===== src/rtl/store_buffer_pkg.sv =====
// Shared types and default sizing for the posted-write store buffer.
package store_buffer_pkg;

    localparam int unsigned SB_DEPTH  = 4;
    localparam int unsigned SB_ADDR_W = 32;
    localparam int unsigned SB_DATA_W = 32;

    typedef struct packed {
        logic [SB_ADDR_W-1:0] addr;
        logic [SB_DATA_W-1:0] data;
    } sb_entry_t;

    typedef enum logic [1:0] {
        IDLE,
        DRAINING,
        DONE,
        WAIT
    } fence_state_t;

endpackage


===== src/rtl/sb_forward_match.sv =====
// Youngest-match search over the valid window [head, head+count) for load forwarding.
module sb_forward_match
    import store_buffer_pkg::*;
#(
    parameter int unsigned DEPTH  = SB_DEPTH,
    parameter int unsigned ADDR_W = SB_ADDR_W,
    parameter int unsigned DATA_W = SB_DATA_W
) (
    input  logic [ADDR_W-1:0]        addrs [DEPTH],
    input  logic [DATA_W-1:0]        datas [DEPTH],
    input  logic [$clog2(DEPTH)-1:0] head,
    input  logic [$clog2(DEPTH):0]   count,
    input  logic                     read_enable,
    input  logic [ADDR_W-1:0]        read_address,
    input  logic [DATA_W-1:0]        mem_read_data,
    output logic                     hit,
    output logic [DATA_W-1:0]        read_data
);

    localparam int unsigned PTR_W = $clog2(DEPTH);
    localparam int unsigned CNT_W = PTR_W + 1;

    logic [PTR_W-1:0] idx;

    // Walk oldest to youngest so the last match written is the youngest one.
    always_comb begin
        hit       = 1'b0;
        read_data = mem_read_data;
        idx       = head;
        for (int unsigned i = 0; i < DEPTH; i++) begin
            idx = head + PTR_W'(i);
            if (read_enable && (CNT_W'(i) < count) && (addrs[idx] == read_address)) begin
                hit       = 1'b1;
                read_data = datas[idx];
            end
        end
    end

endmodule


===== src/rtl/store_buffer.sv =====
// Posted-write FIFO between the core store port and memory, with load forwarding and fence.
module store_buffer
    import store_buffer_pkg::*;
#(
    parameter int unsigned DEPTH  = SB_DEPTH,
    parameter int unsigned ADDR_W = SB_ADDR_W,
    parameter int unsigned DATA_W = SB_DATA_W
) (
    input  logic              CLK,
    input  logic              RESET,
    input  logic              in_write_enable,
    input  logic [ADDR_W-1:0] in_write_address,
    input  logic [DATA_W-1:0] in_write_data,
    output logic              out_write_ready,
    input  logic              in_read_enable,
    input  logic [ADDR_W-1:0] in_read_address,
    output logic [DATA_W-1:0] out_read_data,
    output logic              out_read_hit,
    output logic [ADDR_W-1:0] out_mem_read_address,
    input  logic [DATA_W-1:0] in_mem_read_data,
    output logic              out_mem_write_enable,
    output logic [ADDR_W-1:0] out_mem_write_address,
    output logic [DATA_W-1:0] out_mem_write_data,
    input  logic              in_mem_stall,
    input  logic              in_fence,
    output logic              out_fence_done,
    output logic              out_empty,
    output logic              out_overflow
);

    localparam int unsigned       PTR_W      = $clog2(DEPTH);
    localparam int unsigned       CNT_W      = PTR_W + 1;
    localparam logic [CNT_W-1:0]  FULL_COUNT = CNT_W'(DEPTH);
    localparam logic [CNT_W-1:0]  CNT_ONE    = CNT_W'(1);
    localparam logic [PTR_W-1:0]  PTR_ONE    = PTR_W'(1);

    logic [ADDR_W-1:0] addr_q [DEPTH];
    logic [DATA_W-1:0] data_q [DEPTH];
    logic [PTR_W-1:0]  head;
    logic [PTR_W-1:0]  tail;
    logic [CNT_W-1:0]  count;
    logic              overflow;
    logic              fence_done;
    fence_state_t      fence_state;

    logic full;
    logic empty;
    logic ready;
    logic push;
    logic pop;

    always_comb begin
        full  = (count == FULL_COUNT);
        empty = (count == '0);
        ready = !full && (fence_state != DRAINING);
        push  = in_write_enable && ready;
        pop   = !empty && !in_mem_stall;
    end

    // Payload is not reset; validity is tracked purely by head/count.
    always_ff @(posedge CLK) begin
        if (push) begin
            addr_q[tail] <= in_write_address;
            data_q[tail] <= in_write_data;
        end
    end

    always_ff @(posedge CLK) begin
        if (!RESET) begin
            head        <= '0;
            tail        <= '0;
            count       <= '0;
            overflow    <= 1'b0;
            fence_done  <= 1'b0;
            fence_state <= IDLE;
        end else begin
            if (push) tail <= tail + PTR_ONE;
            if (pop)  head <= head + PTR_ONE;

            if (push && !pop)      count <= count + CNT_ONE;
            else if (!push && pop) count <= count - CNT_ONE;

            if (in_write_enable && full) overflow <= 1'b1;

            fence_done <= 1'b0;
            case (fence_state)
                IDLE: begin
                    if (in_fence) begin
                        if (empty) begin
                            fence_state <= DONE;
                            fence_done  <= 1'b1;
                        end else begin
                            fence_state <= DRAINING;
                        end
                    end
                end
                DRAINING: begin
                    if (pop && (count == CNT_ONE)) begin
                        fence_state <= DONE;
                        fence_done  <= 1'b1;
                    end
                end
                DONE: fence_state <= WAIT;
                WAIT: begin
                    if (!in_fence) fence_state <= IDLE;
                end
                default: fence_state <= IDLE;
            endcase
        end
    end

    sb_forward_match #(
        .DEPTH  (DEPTH),
        .ADDR_W (ADDR_W),
        .DATA_W (DATA_W)
    ) u_forward (
        .addrs         (addr_q),
        .datas         (data_q),
        .head          (head),
        .count         (count),
        .read_enable   (in_read_enable),
        .read_address  (in_read_address),
        .mem_read_data (in_mem_read_data),
        .hit           (out_read_hit),
        .read_data     (out_read_data)
    );

    always_comb begin
        out_write_ready       = ready;
        out_mem_read_address  = in_read_address;
        out_mem_write_enable  = pop;
        out_mem_write_address = addr_q[head];
        out_mem_write_data    = data_q[head];
        out_fence_done        = fence_done;
        out_empty             = empty;
        out_overflow          = overflow;
    end

endmodule

===== config.mk =====
export PLATFORM = sky130hd
export DESIGN_NAME = store_buffer
export DESIGN_NICKNAME = d
export VERILOG_FILES = /design/src/rtl/store_buffer_pkg.sv /design/src/rtl/sb_forward_match.sv /design/src/rtl/store_buffer.sv
export SDC_FILE = /design/constraint.sdc
export NUM_CORES = 1
export LEC_CHECK = 0
export CAP_MARGIN = 5
export CORE_MARGIN = 3
export CORE_UTILIZATION = 23
export CTS_CLUSTER_DIAMETER = 150
export CTS_CLUSTER_SIZE = 10
export DETAILED_ROUTE_END_ITERATION = 6
export PLACE_DENSITY_LB_ADDON = 0.15
export SYNTH_ARGS = -nofsm -noshare
export SYNTH_HDL_FRONTEND = slang
export SYNTH_SLANG_ARGS = --single-unit

===== constraint.sdc =====
create_clock -name CLK -period 4.4 [get_ports CLK]
set_input_delay 0.66 -clock CLK [delete_from_list [all_inputs] [get_ports CLK]]
set_output_delay 0.66 -clock CLK [all_outputs]
set_load 0.05 [all_outputs]

## Word-level counts from Yosys, hierarchy flattened

Cells that the tools add are included.

| storage, ports and cells | value |
|---|---|
| register bits after elaboration | 267 |
| input bits | 134 |
| output and inout bits | 134 |
| logic and storage cells | 120 |

| cells by class | value |
|---|---|
| $add $sub $neg | 6 |
| magnitude comparators | 10 |
| eq/ne operators | 13 |
| mux-type cells | 47 |
| bitwise gates (word level) | 5 |
| reductions and logical operators | 25 |

Operators with widths:

| cell | number |
|---|---|
| 32-bit 2-to-1 mux | 21 |
| 32-bit binary-select mux with 2-bit select | 8 |
| 128-bit bitwise mux | 2 |
| 32-bit == test | 4 |
| 32-bit demux with 2-bit select | 1 |
| 1-bit logical AND | 16 |
| 3-bit greater-or-equal comparator, second input constant | 5 |
| 2-bit NOT with 3-bit output | 5 |
| 2-bit 2-to-1 mux | 4 |
| 2-bit case mux with 4 select lines | 1 |
| 1-bit 2-to-1 mux | 7 |
| 1-bit by 3-bit < comparator with 1-bit output, first input constant | 2 |
| 2-bit by 3-bit < comparator with 1-bit output, first input constant | 2 |
| 3-bit 2-to-1 mux | 2 |
| 2-bit != test, second input constant | 3 |
| 1-bit zero test | 5 |
| 2-bit by 1-bit adder with 2-bit output, second input constant | 2 |
| 2-bit adder, second input constant | 2 |
| 2-bit == test, second input constant | 2 |
| 3-bit by 1-bit adder with 3-bit output, second input constant | 1 |
| 3-bit by 1-bit == test with 1-bit output, second input constant | 1 |
| 3-bit == test, second input constant | 1 |
| 3-bit zero test | 1 |
| 3-bit by 1-bit < comparator with 1-bit output, second input constant | 1 |
| 7 further kinds | 7 |

## Longest topological paths before layout

Gate-level depths: netlist (run 1).

| depth | value |
|---|---|
| depth in word-level cells | 10 |
| mapped depth | 15 |
| depth with buffers taken out | 10 |

## Hierarchy

A second synthesis (run 1) with hierarchy kept.

| second synthesis, totals | value |
|---|---|
| cells, all modules | 1,576 |
| area total of the unflattened synthesis | 19,636.3 um^2 |

Modules (own cells, without submodules):

| module | instances | cells each | area each (um^2) | sequential area each (um^2) |
|---|---|---|---|---|
| store_buffer | 1 | 448 | 10,159.7 | 7,907.6 |
| sb_forward_match | 1 | 1,128 | 9,476.6 | 0.0 |

## Worst setup path before layout (run 1)

Ideal clock, no wire load.

| timing path | value |
|---|---|
| kind | register to output |
| start point | register head[1] |
| end point | output out_read_data[10] |
| arrival time | 3.946 ns |
| setup slack | -0.206 ns |
| cell stages (with the launch flop) | 14 |
| buffers on the path | 5 |
| cells stage by stage | dfxtp_1 > buf_2 > inv_2 > buf_2 > buf_1 > mux2i_1 > xor2_1 > nor4_1 > and4_1 > clkbuf_1 > buf_2 > mux2_2 > a21oi_1 > o21ai_1 |

| on the way | value |
|---|---|
| longest elaborated chain between the ends | 10 |

Ends and longest elaborated chain:

| item | RTL line | source |
|---|---|---|
| start, declared | store_buffer.sv:39 | `logic [PTR_W-1:0] head;` |
| start signal, assigned | store_buffer.sv:78 | `if (pop) head <= head + PTR_ONE;` |
| 2-bit NOT with 3-bit output | n/a |  |
| 32-bit binary-select mux with 2-bit select | n/a |  |
| 32-bit 2-to-1 mux (2 in series) | n/a |  |
| via out_mem_write_address[29] | store_buffer.sv:22 | `output logic [ADDR_W-1:0] out_mem_write_address,` |
| 32-bit == test | sb_forward_match.sv:32 | `if (read_enable && (CNT_W'(i) < count) && (addrs[idx] == read_address)) begin` |
| 1-bit logical AND | sb_forward_match.sv:32 |  |
| 32-bit 2-to-1 mux (4 in series) | sb_forward_match.sv:32 |  |
| end, declared | store_buffer.sv:17 | `output logic [DATA_W-1:0] out_read_data,` |

The timed path passes the listed nets, and every way through them passes these cells. The select of a mux whose other input is x is not followed.

## Final worst setup path (run 1)

| timing path | value |
|---|---|
| start point | register head[0] |
| end point | output out_read_data[19] |

| on the way | value |
|---|---|
| longest elaborated chain between the ends | 10 |

Ends and longest elaborated chain:

| item | RTL line |
|---|---|
| 2-bit by 1-bit adder with 2-bit output or 2-bit NOT with 3-bit output (tied branches) | sb_forward_match.sv:31, sb_forward_match.sv:32, sb_forward_match.sv:34 |
| 2-bit NOT with 3-bit output (implied by the code) or 32-bit binary-select mux with 2-bit select (tied branches) | sb_forward_match.sv:32, sb_forward_match.sv:34 |
| 32-bit binary-select mux with 2-bit select or 32-bit 2-to-1 mux (tied branches) | sb_forward_match.sv:32 |
| 32-bit 2-to-1 mux (implied by the code) | sb_forward_match.sv:32 |
| 32-bit 2-to-1 mux (implied by the code) or 32-bit == test (tied branches) | sb_forward_match.sv:32 |
| 32-bit == test or 1-bit logical AND (tied branches) | sb_forward_match.sv:32 |
| 1-bit logical AND or 32-bit 2-to-1 mux (tied branches) | sb_forward_match.sv:32 |
| 32-bit 2-to-1 mux (2 in series) | sb_forward_match.sv:32 |
| 32-bit 2-to-1 mux (*) | sb_forward_match.sv:32 |

Mark *: on every way between the ends. The rest lies on a longest branch, timed or not. The select of a mux whose other input is x is not followed.

==> flow_summary_export.csv, run 1 <==
group,metric,value,unit
outcome,status,"finished with violations",
outcome,violations,"setup timing",
finish,fillers,7696,
pwr,power.share.combinational,58.4,%
place,place_inst,2784,
global_routing,grt-ovfl-total,0,
synthesis,muxShareOfSynthArea,26.5,%
critical_path,worst_ep_arrival_time,4.12,ns
synthesis,yosys-top-cells-area,"edfxtp_1, mux4_2, mux2i_1, mux2_2, xnor2_1",
route,wire_per_inst,24.4,um
clocking,numCtsBuffers,30,
critical_path,worst-path-buf-inv,4,
synthesis,synth_fa_ha_area_share,0.912,%
critical_path,cpLargestDelayFamily,"simple AND/OR/NAND/NOR gates",
critical_path,required,3.74,ns
finish,drive_gt1_share,33.2,%
route,finalWirelength,69800,um
global_routing,grt_pass1_wl,101000,um
synthesis,seq_area_frac_synth,44.3,%
timing,grt_setup_unrepaired,"yes",
pwr,ir_worst_vdd,0.000302,V
synthesis,synth_area,17800,um^2
synthesis,synth-simple-area-share,7.66,%
synthesis,async_flop_share,0,%
route,vias_per_cell,4.88,
critical_path,crit_type,"reg -> out",
timing,tightest_slew,0.990,ns
min_path,hold_path_class,"reg -> reg",
timing,fmax,209,MHz
place,hpwl,51300,um
synthesis,yosys-top-cells-count,"edfxtp_1, mux2i_1, a21oi_1, mux4_2, nor2_1",
critical_path,max_stage_delay,0.56,ns
finish,post-route-util,32.5,%
place,port_buffers,267,
synthesis,synth-seq-cells,267,
pwr,p_per_area,554,nW/um^2
finish,multiInputGateArea,9640,um^2
pwr,power.switching,5.90,mW
synthesis,yosysWarningCount,0,
timing,fin_ws,-0.382,ns
clocking,cts.sinks,267,
finish,area_growth_syn_to_layout,39.1,%
timing,max_slew_margin,34.0,%
route,vias,14000,
clocking,cts_tree,"built",
synthesis,syn_avg_cell_area,12.2,um^2
global_routing,grt_pass1_vias,14300,
critical_path,startpoint_type,"flop",
synthesis,synth_top_area_cell,"edfxtp_1",
critical_path,critPathSlowestCell,"mux4_2",
global_routing,grt_max_degree,185,
synthesis,synth-compound-area-share,9.98,%
floorplanning,io_pins,268,
timing,clock_skew,0.0165,ns
synthesis,synth_top_area_share,43.1,%
synthesis,netlist_instances,1467,
route,drc,0,
pwr,p_sw_share,43.0,%
timing,hold_viol,0,
place,place_worst_setup_slack,-0.305,ns
pwr,pwr-share-clk,16.3,%
pwr,internal_power,7.84,mW
floorplanning,die_x,284,um
critical_path,worstPathMaxFanout,17,
floorplanning,num_rows,101,
timing,maxSlewViolCount,0,
synthesis,post-synth-top-count-cell,"edfxtp_1",
timing,min_period,4.78,ns
synthesis,synth_top_family_by_area,"multiplexers",
route,firstDrtPassIters,5,
clocking,h-tree-depth,1,
pwr,p_leak,8.31,nW
synthesis,synth_flop_cell,"edfxtp_1",
finish,seq_area,7920,um^2
floorplanning,die_area,80900,um^2
route,ant_nets,0,
pwr,seqPwrFrac,25.3,%
clocking,clock_latency,0.59,ns
global_routing,antenna_found_initial,11,
run,maxCapViolCount,0,
route,drt_iter0_drc,891,
clocking,clock-root-buffer,"clkbuf_16",
global_routing,grt_usage,16.8,%
finish,fin_cells,2863,
synthesis,yosys.area_share.xor_xnor,4.88,%
timing,setup_viol,32,
critical_path,crit_chain,"bufbuf_16, mux4_2, xnor2_4, nand2_1, or4b_1, or4_4, nor4_2, buf_4, a211oi_4, buf_12, a21oi_1, o21ai_1, buf_6",
timing,fin_tns_setup,-11.47,ns
clocking,clk_pin_slew,0.06,ns
synthesis,synth_cell_type_count,66,
floorplanning,die_y,284,um
timing,min_period_over_period,109,%
place,place_congestion,0.899,
synthesis,syn_nets,1614,
finish,fin_nets,1963,
floorplanning,start_util,23.4,%
synthesis,synth_edf_count,256,
critical_path,end_kind,"primary output",
clocking,clock_path_buffers,3,
floorplanning,core_area,76300,um^2
[logic make-up after synthesis]
group	count (synthesis)
DFF	267
muxes	333
buffers and inverters	200
xor gates and xnor gates	96
adders and majority gates	13
and+or+nand+nor	272
AOI/OAI and AO/OA	286
[power by group through the flow]
stage / Clock (mW) / Sequential [mW] / Combinational, mW
final: 2.24 / 3.47 / 8.02
after global routing: 2.44 / 3.52 / 8.48
after CTS: 2.34 / 3.47 / 8.00
after floorplan: 0 / 3.44 / 4.76
after global placement: 0 / 3.49 / 7.41
after detailed placement: 0 / 3.51 / 7.41
[metrics by stage]
step / hold slack (ns) / cell area [um^2] / total power [mW]
floorplan: 0.480 / 17900 / 8.20
global placement: 0.460 / 22700 / 10.9
detailed placement: 0.479 / 22700 / 10.9
CTS: 0.497 / 24600 / 13.8
global route: 0.520 / 24800 / 14.4
finish: 0.509 / 24800 / 13.7
[layout by cell type (no fill, tap or decap), types with 6 or more instances in the layout]
master and instances:
buf_4 178, mux4_2 104, o31ai_1 30, nand3b_1 7, mux2i_2 24, nand3_1 44
inv_1 45, dfxtp_1 9, o22ai_1 11, buf_12 40, mux2i_1 119, buf_6 33
nor2_1 99, clkbuf_16 30, a22oi_1 6, xnor2_1 72, edfxtp_1 256, ha_1 13
o21ai_1 30, mux2_2 66, clkbuf_1 9, nor4_2 7, xnor2_2 7, o21ai_0 12
o2bb2ai_1 7, nor4_1 6, a21oi_1 86, nand4_1 20, clkdlybuf4s50_1 206, nand2_1 31
nor3_1 7, diode_2 8, nor2b_1 6, mux2i_4 11, xor2_1 14, a221oi_1 6
buf_16 9, a21oi_2 35
[state kept, by name, summed over array words and instances, names as in the netlist]
signal,count
head,2
fence_state,2
out_fence_done,1
out_overflow,1
tail,2
addr_q,128
count,3
data_q,128
[what timing repair did]
| item | CTS | global route |
|---|---|---|
| resized for setup | 130 | 44 |
| pin swaps | 12 | 6 |
| setup buffers | 19 | 1 |
| hold buffers | 0 | 0 |
| gates cloned | 10 | 0 |
| endpoints found under the setup margin | 33 | 37 |
[area by class of cell]
cell class              instances  share of cell area [%]
diodes                          8                  0.0807
multi-input cells            1000                    38.9
clock buffers                  39                    3.16
well taps                    1030                    5.20
flip-flops and latches        267                    31.9
repair buffers                471                    19.9
inverters                      46                   0.696
clock inverters                 2                   0.141
[final timing paths]
check	from	endpoint	slack (ns)	cells after the start
setup / recovery	head[0]$_SDFFE_PN0P_	out_read_data[19]	-0.38	13
setup reg to reg	count[0]$_SDFFE_PN0P_	data_q[40]$_DFFE_PP_	1.60	5
hold reg to reg	out_overflow$_SDFFE_PN0P_	out_overflow$_SDFFE_PN0P_	0.51	2
hold / removal	out_overflow$_SDFFE_PN0P_	out_overflow$_SDFFE_PN0P_	0.51	2
[tightest hold or removal path, delay by kind of cell (launching register included)]
family | cells | cell delay (ns)
compound gates | 1 | 0.05
flops | 1 | 0.35
simple gates | 1 | 0.07
[per-layer routing]
metal	vias to the layer above	track usage [%]	part of all wire (%)
met3	83	2.94	5.0
li1	6386	-	-
met1	7118	22.4	44
met5	-	0	0.064
met4	8	4.57	2.3
met2	381	28.0	48
Note: power is estimated with default switching activity, not from simulation.
==> run 2, diff against run 1 <==
--- a/config.mk
+++ b/config.mk
@@ -12,6 +12,7 @@
 export CTS_CLUSTER_SIZE = 10
 export DETAILED_ROUTE_END_ITERATION = 6
 export PLACE_DENSITY_LB_ADDON = 0.15
+export SKIP_LAST_GASP = 1
 export SYNTH_ARGS = -nofsm -noshare
 export SYNTH_HDL_FRONTEND = slang
 export SYNTH_SLANG_ARGS = --single-unit
==> run 2 against run 1 <==
Net effect: the flow still finishes with violations (setup timing); die area is the same; clock power hardly changed; first-iteration DRC count is 0.45% higher; maximum frequency is 1.1% lower.
==> flow_summary_export.csv, run 2 (same netlist as run 1, synthesis figures left out) <==
group,metric,value,unit
timing,max_slew_margin,31.5,%
finish,layout_common_cells,"edfxtp_1, buf_4, clkdlybuf4s50_1, mux2i_1, mux4_2",
run,maxCapViolCount,0,
timing,tightest_slew,1.03,ns
finish,fin_cells,2873,
pwr,p_leak,8.34,nW
floorplanning,die_y,284,um
timing,min_period,4.83,ns
timing,fmax,207,MHz
place,port_buffers,267,
floorplanning,die_x,284,um
critical_path,max_stage_delay,0.53,ns
route,finalWirelength,70200,um
floorplanning,die_area,80900,um^2
route,met2WireLength,33700,um
timing,setup_viol,33,
timing,fin_ws,-0.435,ns
timing,grt_setup_unrepaired,"yes",
global_routing,grt_pass1_vias,14300,
critical_path,worst_ep_arrival_time,4.17,ns
route,ant_nets,0,
global_routing,grt-ovfl-total,0,
global_routing,grt_max_degree,185,
min_path,hold_path_class,"reg -> reg",
timing,hold_viol,0,
route,vias_per_cell,4.87,
route,highest_layer,"met5",
floorplanning,start_util,23.4,%
route,drc,0,
critical_path,required,3.74,ns
place,place_congestion,0.899,
pwr,p_per_area,555,nW/um^2
finish,final_cell_area,24800,um^2
clocking,numCtsBuffers,30,
floorplanning,num_rows,101,
clocking,clock_path_buffers,3,
finish,area_growth_syn_to_layout,39.0,%
outcome,violations,"setup timing",
floorplanning,core_area,76300,um^2
place,postPlaceCellArea,22700,um^2
timing,clock_skew,0.0131,ns
critical_path,startpoint_type,"flop",
place,hpwl,51300,um
finish,fillers,7692,
route,firstDrtPassIters,5,
finish,drive_gt1_share,33.4,%
critical_path,crit_chain,"buf_12, mux4_2, xnor2_2, nand4_1, or4b_1, or4_4, nor4_2, buf_4, a211oi_4, buf_12, a21oi_1, o21ai_1, buf_4",
finish,fin_nets,1973,
clocking,h-tree-depth,1,
clocking,cts_tree,"built",
clocking,clock-root-buffer,"clkbuf_16",
finish,post-route-util,32.5,%
critical_path,crit_type,"reg -> out",
timing,maxSlewViolCount,0,
clocking,cts.sinks,267,
clocking,clock_latency,0.59,ns
timing,fin_tns_setup,-12.50,ns
global_routing,grt_usage,16.8,%
route,drt_iter0_drc,895,
global_routing,grt_pass1_wl,100000,um
place,place_inst,2784,
finish,largest_registers,"addr_q: 128 flops, data_q: 128 flops, count: 3 flops",
route,vias,14000,
global_routing,antenna_found_initial,11,
route,met1Wirelength,31200,um
route,wire_per_inst,24.4,um
place,place_worst_setup_slack,-0.305,ns
critical_path,critPathSlowestCell,"mux4_2",
timing,min_period_over_period,110,%
critical_path,end_kind,"primary output",
finish,final_common_cell,"edfxtp_1",
pwr,ir_worst_vdd,0.000303,V
clocking,clk_pin_slew,0.06,ns
critical_path,worstPathMaxFanout,15,
floorplanning,io_pins,268,
route,wl_met3,3570,um
outcome,status,"finished with violations",
-- run 2: cell types whose count changed in the layout (fill, tap and decap cells not counted), moves of 3 or more --
cell,before,now
buf_4,178,210
buf_6,33,11
a21oi_2,35,27
mux2i_2,24,30
a21oi_1,86,91
a21oi_4,1,4
mux2i_1,119,116
mux2i_4,11,8
-- run 2: worst paths after layout --
path | start | endpoint | slack, ns | cells past startpoint
setup / recovery | head[0]$_SDFFE_PN0P_ | out_read_data[4] | -0.43 | 13
hold / removal | out_overflow$_SDFFE_PN0P_ | out_overflow$_SDFFE_PN0P_ | 0.50 | 2
setup reg to reg | count[0]$_SDFFE_PN0P_ | data_q[40]$_DFFE_PP_ | 1.60 | 5
hold reg to reg | out_overflow$_SDFFE_PN0P_ | out_overflow$_SDFFE_PN0P_ | 0.50 | 2
-- run 2: layer usage --
metal,vias to the layer above,track usage [%]
met1,7130,22.4
li1,6392,-
met3,88,2.94
met5,-,0
met2,381,28.0
met4,8,4.57
-- run 2: final cells by class --
type	instances	area, um^2	area share, %
timing repair buffer	481	4940	19.9
inverter	46	173	0.697
multi-input combinational	1000	9630	38.9
clock inverter	2	35.0	0.141
antenna	8	20.0	0.0808
clock buffer	39	785	3.17
sequential	267	7920	31.9
tap	1030	1290	5.20
-- run 2: per-stage QoR --
step / hold WS [ns] / power, mW
after detailed placement: 0.479 / 10.9
final: 0.499 / 13.8
after CTS: 0.497 / 13.8
after global placement: 0.460 / 10.9
after floorplan: 0.480 / 8.20
after global routing: 0.520 / 14.4
-- run 2: power by group --
part           leakage [nW]  total [mW]  switching [mW]  internal, mW
combinational          5.51        8.04            4.65          3.39
clock                 0.396        2.24            1.01          1.23
sequential             2.43        3.47           0.246          3.22
-- run 2: repair_timing --
item,in CTS,in global routing
pin swaps,10,7
setup endpoints to repair,33,34
hold buffers,0,0
endpoints found under the hold margin,0,0
gates resized for setup,93,51
setup buffers,19,10
gates cloned,10,1
-- run 2: worst max-delay path, delay by kind of cell, from the launching register on --
kind	cells	cell delay, ns
flip-flops	1	0.40
buffers and inverters	4	0.74
AO/OA/AOI/OAI	3	0.31
XOR/XNOR	1	0.26
multiplexers	1	0.53
AND/OR/NAND/NOR	4	1.32
